[src/rtl/hazard_unit_mc.sv]
// Multi-cycle hazard unit: load-use bubbles, data-memory wait freeze with sticky timeout, E-stage forwarding.
// Optional perf counters (StallCount/FlushCount) are built when HAZARD_PERF_EN is defined.
module hazard_unit_mc #(
    parameter int REG_AW            = 5,
    parameter int LOAD_STALL_CYCLES = 1,
    parameter int MEM_TIMEOUT       = 255
) (
    input  logic              clk,
    input  logic              rst,
    input  logic [REG_AW-1:0] Rs1D,
    input  logic [REG_AW-1:0] Rs2D,
    input  logic [REG_AW-1:0] Rs1E,
    input  logic [REG_AW-1:0] Rs2E,
    input  logic [REG_AW-1:0] RdE,
    input  logic [1:0]        ResultSrcE,
    input  logic [1:0]        PCSrcE,
    input  logic [REG_AW-1:0] RdM,
    input  logic              RegWriteM,
    input  logic [1:0]        ResultSrcM,
    input  logic              MemReqM,
    input  logic              MemAckM,
    input  logic [REG_AW-1:0] RdW,
    input  logic              RegWriteW,
    output logic              StallF,
    output logic              StallD,
    output logic              StallE,
    output logic              StallM,
    output logic              FlushD,
    output logic              FlushE,
    output logic              FlushW,
    output logic [1:0]        ForwardAE,
    output logic [1:0]        ForwardBE,
`ifdef HAZARD_PERF_EN
    output logic [31:0]       StallCount,
    output logic [31:0]       FlushCount,
`endif
    output logic              MemTimeout
);

    localparam int             WCW     = $clog2(MEM_TIMEOUT + 1);
    localparam logic [3:0]     LD_INIT = 4'(LOAD_STALL_CYCLES - 1);
    localparam logic [WCW-1:0] WC_MAX  = WCW'(MEM_TIMEOUT);

    typedef enum logic [1:0] {RUN, LDSTALL, MEMWAIT} state_t;

    state_t         state_q, state_d, ret_q, ret_d, eff;
    logic [3:0]     cnt_q, cnt_d;
    logic [WCW-1:0] wcnt_q, wcnt_d;
    logic           tmo_q, tmo_d;
    logic           memwait, lw_haz, br_taken;

    // A load sitting in M has no data yet, so it never forwards.
    function automatic logic [1:0] fwd_sel(input logic [REG_AW-1:0] rs);
        if (rs == '0)                                         return 2'b00;
        if (RegWriteM && rs == RdM && ResultSrcM != 2'b01)    return 2'b10;
        if (RegWriteW && rs == RdW)                           return 2'b01;
        return 2'b00;
    endfunction

    assign ForwardAE = fwd_sel(Rs1E);
    assign ForwardBE = fwd_sel(Rs2E);

    assign memwait  = MemReqM && !MemAckM;
    assign lw_haz   = (ResultSrcE == 2'b01) && (RdE != '0) && ((Rs1D == RdE) || (Rs2D == RdE));
    assign br_taken = (PCSrcE == 2'b01) || (PCSrcE == 2'b10);

    // On the release cycle the held E instruction is re-evaluated as if in the saved state.
    assign eff = (state_q == MEMWAIT) ? ret_q : state_q;

    always_ff @(posedge clk or posedge rst) begin
        if (rst) begin
            state_q <= RUN;
            ret_q   <= RUN;
            cnt_q   <= '0;
            wcnt_q  <= '0;
            tmo_q   <= 1'b0;
        end else begin
            state_q <= state_d;
            ret_q   <= ret_d;
            cnt_q   <= cnt_d;
            wcnt_q  <= wcnt_d;
            tmo_q   <= tmo_d;
        end
    end

    always_comb begin
        state_d = state_q;
        ret_d   = ret_q;
        cnt_d   = cnt_q;
        wcnt_d  = '0;
        tmo_d   = tmo_q;
        if (memwait) begin
            state_d = MEMWAIT;
            if (state_q != MEMWAIT) ret_d = state_q;
            wcnt_d = (wcnt_q == WC_MAX) ? wcnt_q : wcnt_q + 1'b1;
            if (wcnt_d == WC_MAX) tmo_d = 1'b1;
        end else begin
            state_d = eff;
            case (eff)
                LDSTALL: begin
                    if (cnt_q <= 4'd1) begin
                        state_d = RUN;
                        cnt_d   = '0;
                    end else begin
                        cnt_d = cnt_q - 4'd1;
                    end
                end
                default: begin
                    if (lw_haz && LOAD_STALL_CYCLES > 1) begin
                        state_d = LDSTALL;
                        cnt_d   = LD_INIT;
                    end
                end
            endcase
        end
    end

    always_comb begin
        StallF = 1'b0;
        StallD = 1'b0;
        StallE = 1'b0;
        StallM = 1'b0;
        FlushD = 1'b0;
        FlushE = 1'b0;
        FlushW = 1'b0;
        if (memwait) begin
            StallF = 1'b1;
            StallD = 1'b1;
            StallE = 1'b1;
            StallM = 1'b1;
            FlushW = 1'b1;
        end else if (eff == LDSTALL || lw_haz) begin
            StallF = 1'b1;
            StallD = 1'b1;
            FlushE = 1'b1;
        end else if (br_taken) begin
            FlushD = 1'b1;
            FlushE = 1'b1;
        end
    end

    assign MemTimeout = tmo_q;

`ifdef HAZARD_PERF_EN
    logic [31:0] sc_q, fc_q;

    always_ff @(posedge clk or posedge rst) begin
        if (rst) begin
            sc_q <= '0;
            fc_q <= '0;
        end else begin
            if (StallF && sc_q != '1)             sc_q <= sc_q + 32'd1;
            if ((FlushD || FlushE) && fc_q != '1) fc_q <= fc_q + 32'd1;
        end
    end

    assign StallCount = sc_q;
    assign FlushCount = fc_q;
`endif

endmodule

[config.mk]
export PLATFORM = sky130hd
export DESIGN_NAME = hazard_unit_mc
export DESIGN_NICKNAME = d
export VERILOG_FILES = /design/src/rtl/hazard_unit_mc.sv
export SDC_FILE = /design/constraint.sdc
export NUM_CORES = 1
export LEC_CHECK = 0
export ABC_AREA = 1
export CORE_MARGIN = 5
export CORE_UTILIZATION = 25
export DETAILED_ROUTE_END_ITERATION = 10
export GPL_TIMING_DRIVEN = 0
export PLACE_DENSITY_LB_ADDON = 0.1
export RECOVER_POWER = 50
export SYNTH_ARGS = -nofsm -noshare
export SYNTH_HDL_FRONTEND = slang
export SYNTH_SLANG_ARGS = --single-unit
[constraint.sdc]
create_clock -name clk -period 1.6 [get_ports clk]
set_input_delay 0.16 -clock clk [delete_from_list [all_inputs] [get_ports clk]]
set_output_delay 0.16 -clock clk [all_outputs]
set_load 0.01 [all_outputs]
==> flow_summary.ini, run 1 <==
[critical_path]
arrival_ps = 1390
crit_type = input port to output port
slowest_stage = clkdlybuf4s50_1
cp-end-kind = output port
path_cells = clkdlybuf4s50_1 -> nand2_2 -> nor3b_2 -> nand3_1 -> buf_4 -> inv_1 -> nor2_1 -> buf_2
cp_data_required_time_ps = 1440
max_stage_delay_ps = 490
crit_fanout = 2
cp-start-kind = input port

[layout]
layout_commonest_cell = nand2_1
fin_nets = 364
layout_common_cells = nand2_1 (55), inv_1 (34), nor2_1 (34), clkdlybuf4s50_1 (18), dlymetal6s2s_1 (18)
synthToLayoutAreaGrowth_pct = 55.7
multi_input_area_um2 = 995
regArea_um2 = 425
fill_cells = 655
utilization_pct = 40.2
diodes = 0
drive_above_1_share_pct = 17.9

[global_routing]
overflow = 0
grt_max_degree = 18
antenna_found_initial = 0
grt_first_pass_wirelength_mm = 6.57
gr-usage-all-layers_pct = 10.3
grt_pass1_vias = 1517

[routing]
drt-met1-wl_mm = 1.83
route.vias.total = 1646
wirelength_mm = 4.01
wl_met3_um = 271
route.detailed.drc = 0
viasPerCell = 4.24
drt_iter0_drc = 34
postRouteAntennaNets = 0
firstDrtPassIters = 4
maxUsedRoutingLayer = met4
wl_per_cell_um = 10.3
dr_wl_met2_mm = 1.89

[pwr]
vdd.ir_drop.worst_mv = 0.536
p_int_uw = 1040
power_frac_comb_pct = 45.6
leakage_uw = 0.00132
p_clk_share_pct = 19.3
p_switching_uw = 560
switching_share_pct = 35.0
power_per_cell_area_nw_per_um2 = 668
p_seq_share_pct = 35.1

[floorplan]
core.rowCount = 28
io_pins = 59
fp.dieH_um = 88.4
start_util_pct = 25.8
die_w_um = 88.4
fp.dieArea_um2 = 7820
core_area_um2 = 5960

[synth]
synth_area_um2 = 1540
ys_types = 30
synth-seq-cells = 17
yosysSeqAreaShare_pct = 27.7
yosysWarningCount = 0
syn_avg_cell_area_um2 = 6.28
yosysTopAreaCell = dfrtp_1
postSynthCellCount = 245
syn_nets = 295
synth.area.top_cells = dfrtp_1 (28%), nand2_1 (14%), inv_1 (10%), nor2_1 (9.5%), nand3_1 (5.2%)
synth_top_area_share_pct = 27.7

[sta]
setup_violations = 0
rsz0062_at_grt = yes
final.min_clock_period_ps = 1550
hold_viol = 0
fmax_mhz = 643
max_slew.worst_pin.slew_ps = 649
clock_skew_ps = 1.85
maxSlewViolCount = 0
fin_hold_ws_ps = 438
fin_crit_sh_pct = 97.1
maxSlewHeadroom_pct = 56.7

[placement]
hpwl_mm = 3.23
numPortBuffers = 58
place_congestion = 0.760

[clock_tree]
cts_max_level = 1
clk_pin_slew_worst_paths_ps = 60
cts-buffers-inserted = 3
cts.sinks = 17
root_buffer = clkbuf_8
clk_latency_ps = 240
clk_path_buf_depth = 2
cts_tree = done

[run]
cap_viol_max_count = 0

[min_path]
hold_path_class = input port to asynchronous set/reset pin

[status]
status = complete, no violations
==> path summary, 6_finish.rpt <==
| path | start | endpoint | slack, ps | depth (start not counted) |
|---|---|---|---|---|
| worst max-delay path | RegWriteM | ForwardBE[0] | 50 | 8 |
| worst min-delay path | rst | wcnt_q[7] | 440 | 2 |
| worst max register to register | wcnt_q[0] | MemTimeout | 120 | 9 |
| worst min register to register | MemTimeout | MemTimeout | 460 | 2 |
| max in group asynchronous | rst | state_q[1] | 740 | 2 |
| min in group clk | MemTimeout | MemTimeout | 460 | 2 |
==> worst max-delay path, delay by kind of cell <==
| family | cells | cell delay, ps |
|---|---|---|
| buffers and inverters | 4 | 810 |
| AND/OR/NAND/NOR | 4 | 410 |
==> routing by layer <==
layer,vias up,GRT usage [%]
li1,892,-
met1,718,13.7
met2,34,17.6
met3,2,1.77
met4,0,2.06
met5,-,0
==> final cells by class <==
type / count / area share, %
tap: 75 / 3.92
clock buffer: 4 / 1.88
sequential: 17 / 17.8
timing repair buffer: 64 / 26.4
inverter: 42 / 6.59
multi-input combinational: 181 / 41.6
buffer: 5 / 1.88
==> synth_stat cells <==
| cell type | n |
|---|---|
| a21oi_1 | 5 |
| a221oi_1 | 1 |
| and2_1 | 1 |
| buf_4 | 3 |
| buf_6 | 1 |
| clkbuf_1 | 1 |
| dfrtp_1 | 17 |
| ha_1 | 3 |
| inv_1 | 41 |
| inv_2 | 1 |
| nand2_1 | 59 |
| nand2_2 | 4 |
| nand3_1 | 16 |
| nand3_2 | 1 |
| nand3b_1 | 3 |
| nand4_1 | 2 |
| nor2_1 | 39 |
| nor2_2 | 2 |
| nor2_4 | 2 |
| nor3_1 | 8 |
| nor3b_1 | 1 |
| nor4_1 | 1 |
| o211ai_1 | 2 |
| o21ai_0 | 8 |
| o21ai_1 | 4 |
| o21bai_1 | 1 |
| o22ai_1 | 1 |
| or2_2 | 2 |
| xnor2_1 | 7 |
| xor2_1 | 8 |
==> sequential cells by signal, indices dropped and copies added (netlist names) <==
signal and cells:
ret_q 2, MemTimeout 1, cnt_q 4, state_q 2, wcnt_q 8
==> kinds of logic after synthesis <==
kind of cell | synth area share, %
buf+inv | 12.7
fa+ha+maj | 2.44
xor+xnor | 8.54
simple gates | 40.7
compound gates | 7.97
flops | 27.7
==> repair_timing <==
action | CTS | global route
endpoints found under the setup margin | 12 | 9
pin swaps | 5 | 19
resized for setup | 47 | 46
hold buffers | 0 | 0
endpoints found under the hold margin | 0 | 0
setup buffers | 2 | 4
==> stage by stage <==
stage               instance area, um2  cells  setup TNS [ps]  total power, uW  setup slack [ps]
floorplan                         1540    245               0              946               213
global route                      2390    388           -67.6             1760             -32.8
global placement                  2210    378           -4060             1230              -673
finish                            2390    388               0             1600              45.7
CTS                               2250    384           -14.3             1530             -14.3
detailed placement                2210    378           -4060             1220              -684
==> power groups by stage <==
stage / registers, uW / logic, uW / clock network (uW)
final: 562 / 729 / 308
after global routing: 573 / 838 / 347
after CTS: 556 / 647 / 325
after detailed placement: 562 / 660 / 0
after global placement: 562 / 665 / 0
after floorplan: 553 / 394 / 0
(Power assumes the default switching activity.)
==> inputs of run 2 (changes only) <==
GPL_TIMING_DRIVEN = unset   (was 0)
==> flow_summary.ini, run 2 (synthesized netlist as in run 1, its figures left out) <==
[status]
status = complete, no violations

[critical_path]
rr_worst_depth = 5
crit_fanout = 3
reg2reg_from = cnt_q[0]
rrSetupSlack_ps = 160
cp-start-kind = input port
reg2reg_to = cnt_q[3]
arrival_ps = 1340
cp_data_required_time_ps = 1440
crit_type = input port to output port
cp-end-kind = output port

[pwr]
p_int_uw = 1050
switching_share_pct = 34.4
p_switching_uw = 551
vdd.ir_drop.worst_mv = 0.461
power_per_cell_area_nw_per_um2 = 673
p_seq_share_pct = 34.8
p_clk_share_pct = 19.7
power_frac_comb_pct = 45.5
total_power_uw = 1600
leakage_uw = 0.00136

[global_routing]
grt_pass1_vias = 1562
overflow = 0
grt_first_pass_wirelength_mm = 6.73
gr-usage-all-layers_pct = 10.6
antenna_found_initial = 0
grt_max_degree = 18

[sta]
final.min_clock_period_ps = 1500
fin_crit_sh_pct = 93.9
max_slew.worst_pin.slew_ps = 918
setup_ws_ps = 97.7
maxSlewViolCount = 0
maxSlewHeadroom_pct = 38.8
fmax_mhz = 666
setup_violations = 0
hold_viol = 0
clock_skew_ps = 3.92

[layout]
layout_commonest_cell = nand2_1
largest_reg_flops = 8
synthToLayoutAreaGrowth_pct = 54.7
fin_cells = 393
fill_cells = 660
fin_nets = 369
diodes = 0
regArea_um2 = 425
layout_common_cells = nand2_1 (58), inv_1 (38), nor2_1 (36), clkdlybuf4s50_1 (21), dlymetal6s2s_1 (19)
drive_above_1_share_pct = 15.7
regMostFlops = wcnt_q
reg.largest.list = wcnt_q (8), cnt_q (4)
multi_input_area_um2 = 956

[clock_tree]
root_buffer = clkbuf_8
clk_pin_slew_worst_paths_ps = 70
hold_buffers = 0
cts-buffers-inserted = 3
clk_latency_ps = 250
cts_tree = done
clk_path_buf_depth = 2
cts_max_level = 1
cts.sinks = 17

[run]
cap_viol_max_count = 0

[floorplan]
fp.dieArea_um2 = 7820
start_util_pct = 25.8
fp.dieH_um = 88.4
core.rowCount = 28
io_pins = 59
core_area_um2 = 5960
die_w_um = 88.4

[routing]
drt_iter0_drc = 45
route.detailed.drc = 0
viasPerCell = 4.25
wirelength_mm = 4.03
postRouteAntennaNets = 0
firstDrtPassIters = 4
route.vias.total = 1670
wl_per_cell_um = 10.3

[placement]
hpwl_mm = 3.27
numPortBuffers = 58
pre_cts_ws_ps = -456
dp_cells = 386
place_congestion = 0.777

[min_path]
min_delay_path_depth = 2
min_delay_worst_endpoint = MemTimeout
min_from = MemTimeout
hold_path_class = flop to flop
run 2: cell count changes in the layout (fill, tap and decap cells not counted), sizes merged:
cell           before  now
buf                17   20
clkbuf              5    8
clkdlybuf4s15       1    0
clkdlybuf4s25       0    1
clkdlybuf4s50      18   21
dlygate4sd2        13    8
dlymetal6s2s       18   19
run 2: final cells by class:
type | count | share of cell area [%]
clock buffers | 4 | 1.89
inverters | 42 | 6.63
multi-input cells | 181 | 40.2
flip-flops and latches | 17 | 17.9
well taps | 75 | 3.95
repair buffers | 74 | 29.5
run 2: what timing repair did:
action / 4_1_cts / 5_1_grt
endpoints found under the setup margin: 8 / 12
pin swaps: 3 / 12
buffers inserted: 0 / 3
gates resized for setup: 38 / 34
run 2: critical path, cell delays in order:
cell and delay [ps]:
clkdlybuf4s50_1 450, inv_1 110, nand2_1 80, nor4_2 210
nor2_1 70, nand2_1 80, nor2_1 40, buf_2 130
run 2: stage by stage:
step	util [%]	TNS [ps]	hold slack (ps)	area [um2]
finish	39.9	0	463	2380
global route	39.9	-5.77	498	2380
CTS	38.8	0	230	2310
detailed placement	38.2	-3140	449	2270
global placement	38.2	-3130	447	2270
floorplan	-	0	86.1	1540
run 2: worst max-delay path by stage:
stage	from	endpoint	cells past startpoint
floorplan	wcnt_q[1]	MemTimeout	9
global placement	RdE[0]	FlushD	10
detailed placement	RdE[0]	FlushD	10
CTS	Rs2D[0]	StallD	10
global route	state_q[0]	FlushE	8
finish	Rs1E[1]	ForwardAE[0]	8
run 2: power groups by stage:
stage	clock (uW)	combinational (uW)	sequential (uW)
after floorplan	0	394	553
after global placement	0	709	559
after detailed placement	0	712	559
after CTS	331	698	553
after global routing	352	830	568
final	316	729	557
run 2: metal layers:
layer / wire (um) / GRT usage [%] / vias to the layer above
li1: - / - / 906
met2: 1960 / 19.0 / 37
met1: 1830 / 13.5 / 725
met5: 0 / 0 / -
met3: 219 / 1.30 / 2
met4: 16 / 2.47 / 0
==> inputs of run 3 (changes only) <==
CORE_MARGIN = unset   (was 5)
==> flow_summary.ini, run 3 (synthesized netlist as in run 1, its figures left out) <==
[critical_path]
reg2reg_from = wcnt_q[0]
crit_type = input port to output port
timing.critical_path.buf_inv = 3
arrival_ps = 1370
path_common_cell = nor2_1
slowest_stage = clkdlybuf4s50_1
max_stage_delay_ps = 400
critical_path.top_delay_family = buffers and inverters
cp_data_required_time_ps = 1440
cp-end-kind = output port
cp-startpoint = Rs2E[3]
cp-start-kind = input port
crit_fanout = 5
path_cells = clkdlybuf4s50_1 -> inv_1 -> nor2_1 -> nor3b_2 -> nand3_1 -> nor2_1 -> buf_2

[layout]
diodes = 0
multi_input_area_um2 = 997
largest_reg_flops = 8
synthToLayoutAreaGrowth_pct = 55.9
fill_cells = 638
regArea_um2 = 427
regMostFlops = wcnt_q
fin_nets = 367
drive_above_1_share_pct = 17.1
reg.largest.list = wcnt_q (8), cnt_q (4)
layout_commonest_cell = nand2_1
layout_common_cells = nand2_1 (58), inv_1 (39), nor2_1 (37), clkdlybuf4s50_1 (22), dlymetal6s2s_1 (18)

[clock_tree]
cts.sinks = 17
hold_buffers = 0
cts-buffers-inserted = 3
cts_max_level = 1
clk_pin_slew_worst_paths_ps = 70
clk_latency_ps = 250
root_buffer = clkbuf_8
cts_tree = done
clk_path_buf_depth = 2

[floorplan]
core_area_um2 = 5920
fp.dieH_um = 80.4
core.rowCount = 28
die_w_um = 80.4
fp.dieArea_um2 = 6470
io_pins = 59
start_util_pct = 26.0

[placement]
hpwl_mm = 3.04
numPortBuffers = 58
place_congestion = 0.783
pre_cts_ws_ps = -434

[routing]
viasPerCell = 4.21
route.detailed.drc = 0
wirelength_mm = 3.78
wl_per_cell_um = 9.66
drt_iter0_drc = 42
firstDrtPassIters = 4
route.vias.total = 1647
postRouteAntennaNets = 0

[run]
cap_viol_max_count = 0

[min_path]
min_from = MemTimeout
hold_path_class = flop to flop

[sta]
tns_ps = 0
final.min_clock_period_ps = 1530
fmax_mhz = 655
rsz0062_at_grt = yes
max_slew.worst_pin.slew_ps = 940
fin_hold_ws_ps = 466
setup_ws_ps = 73.6
setup_violations = 0
maxSlewViolCount = 0
clock_skew_ps = 4.76
maxSlewHeadroom_pct = 37.3
hold_viol = 0
fin_crit_sh_pct = 95.4

[pwr]
total_power_uw = 1570
power_per_cell_area_nw_per_um2 = 656
vdd.ir_drop.worst_mv = 0.739
leakage_uw = 0.00135

[global_routing]
grt_pass1_vias = 1532
overflow = 0
grt_first_pass_wirelength_mm = 6.29
antenna_found_initial = 0
gr-usage-all-layers_pct = 12.3
grt_max_degree = 18

[status]
status = complete, no violations
## run 3: worst paths after layout
| path | end | slack, ps | cells after the start |
|---|---|---|---|
| worst max-delay path | ForwardBE[1] | 70 | 7 |
| worst min-delay path | MemTimeout | 470 | 2 |
| worst max register to register | MemTimeout | 180 | 10 |
| worst min register to register | MemTimeout | 470 | 2 |
| max in group asynchronous | wcnt_q[0] | 350 | 3 |
| min in group asynchronous | ret_q[1] | 620 | 3 |
## run 3: metrics by stage
step,cells,area [um2],utilization [%]
after global placement,384,2260,38.1
after floorplan,245,1540,-
after detailed placement,384,2260,38.1
after CTS,388,2300,38.8
final,391,2400,40.5
after global routing,391,2400,40.5
## run 3: worst reg2reg max path, cell delays in order (launching register included)
cell	delay (ps)
dfrtp_2	440
ha_4	180
nand2_2	80
nor2_4	40
buf_4	140
xnor2_2	160
nand2_1	70
nand2_1	60
nor2_1	40
nand2_1	50
nand2_1	50
## run 3: metal layers
layer	GRT usage [%]	vias up	wire length, um
met5	0	-	0
met4	1.07	0	13
met3	2.50	2	180
met2	23.0	37	1840
met1	14.8	703	1750
li1	-	905	-
## run 3: final cells by class
cell class	instances	share of cell area (%)
Clock buffer	3	1.72
Clock inverter	1	0.209
Inverter	42	6.58
Multi-Input combinational cell	181	41.6
Sequential cell	17	17.8
Tap cell	75	3.91
Timing Repair Buffer	72	28.2
## run 3: where the power goes
group | total (uW) | switching, uW | internal, uW
registers | 564 | 52.9 | 511
clock network | 326 | 153 | 173
logic | 684 | 352 | 331
## run 3: what timing repair did
item                                    CTS  global route
pin swaps                                 1            14
gates resized for setup                  40            37
endpoints found under the hold margin     0             0
buffers inserted                          0             3
endpoints found under the setup margin    8            12
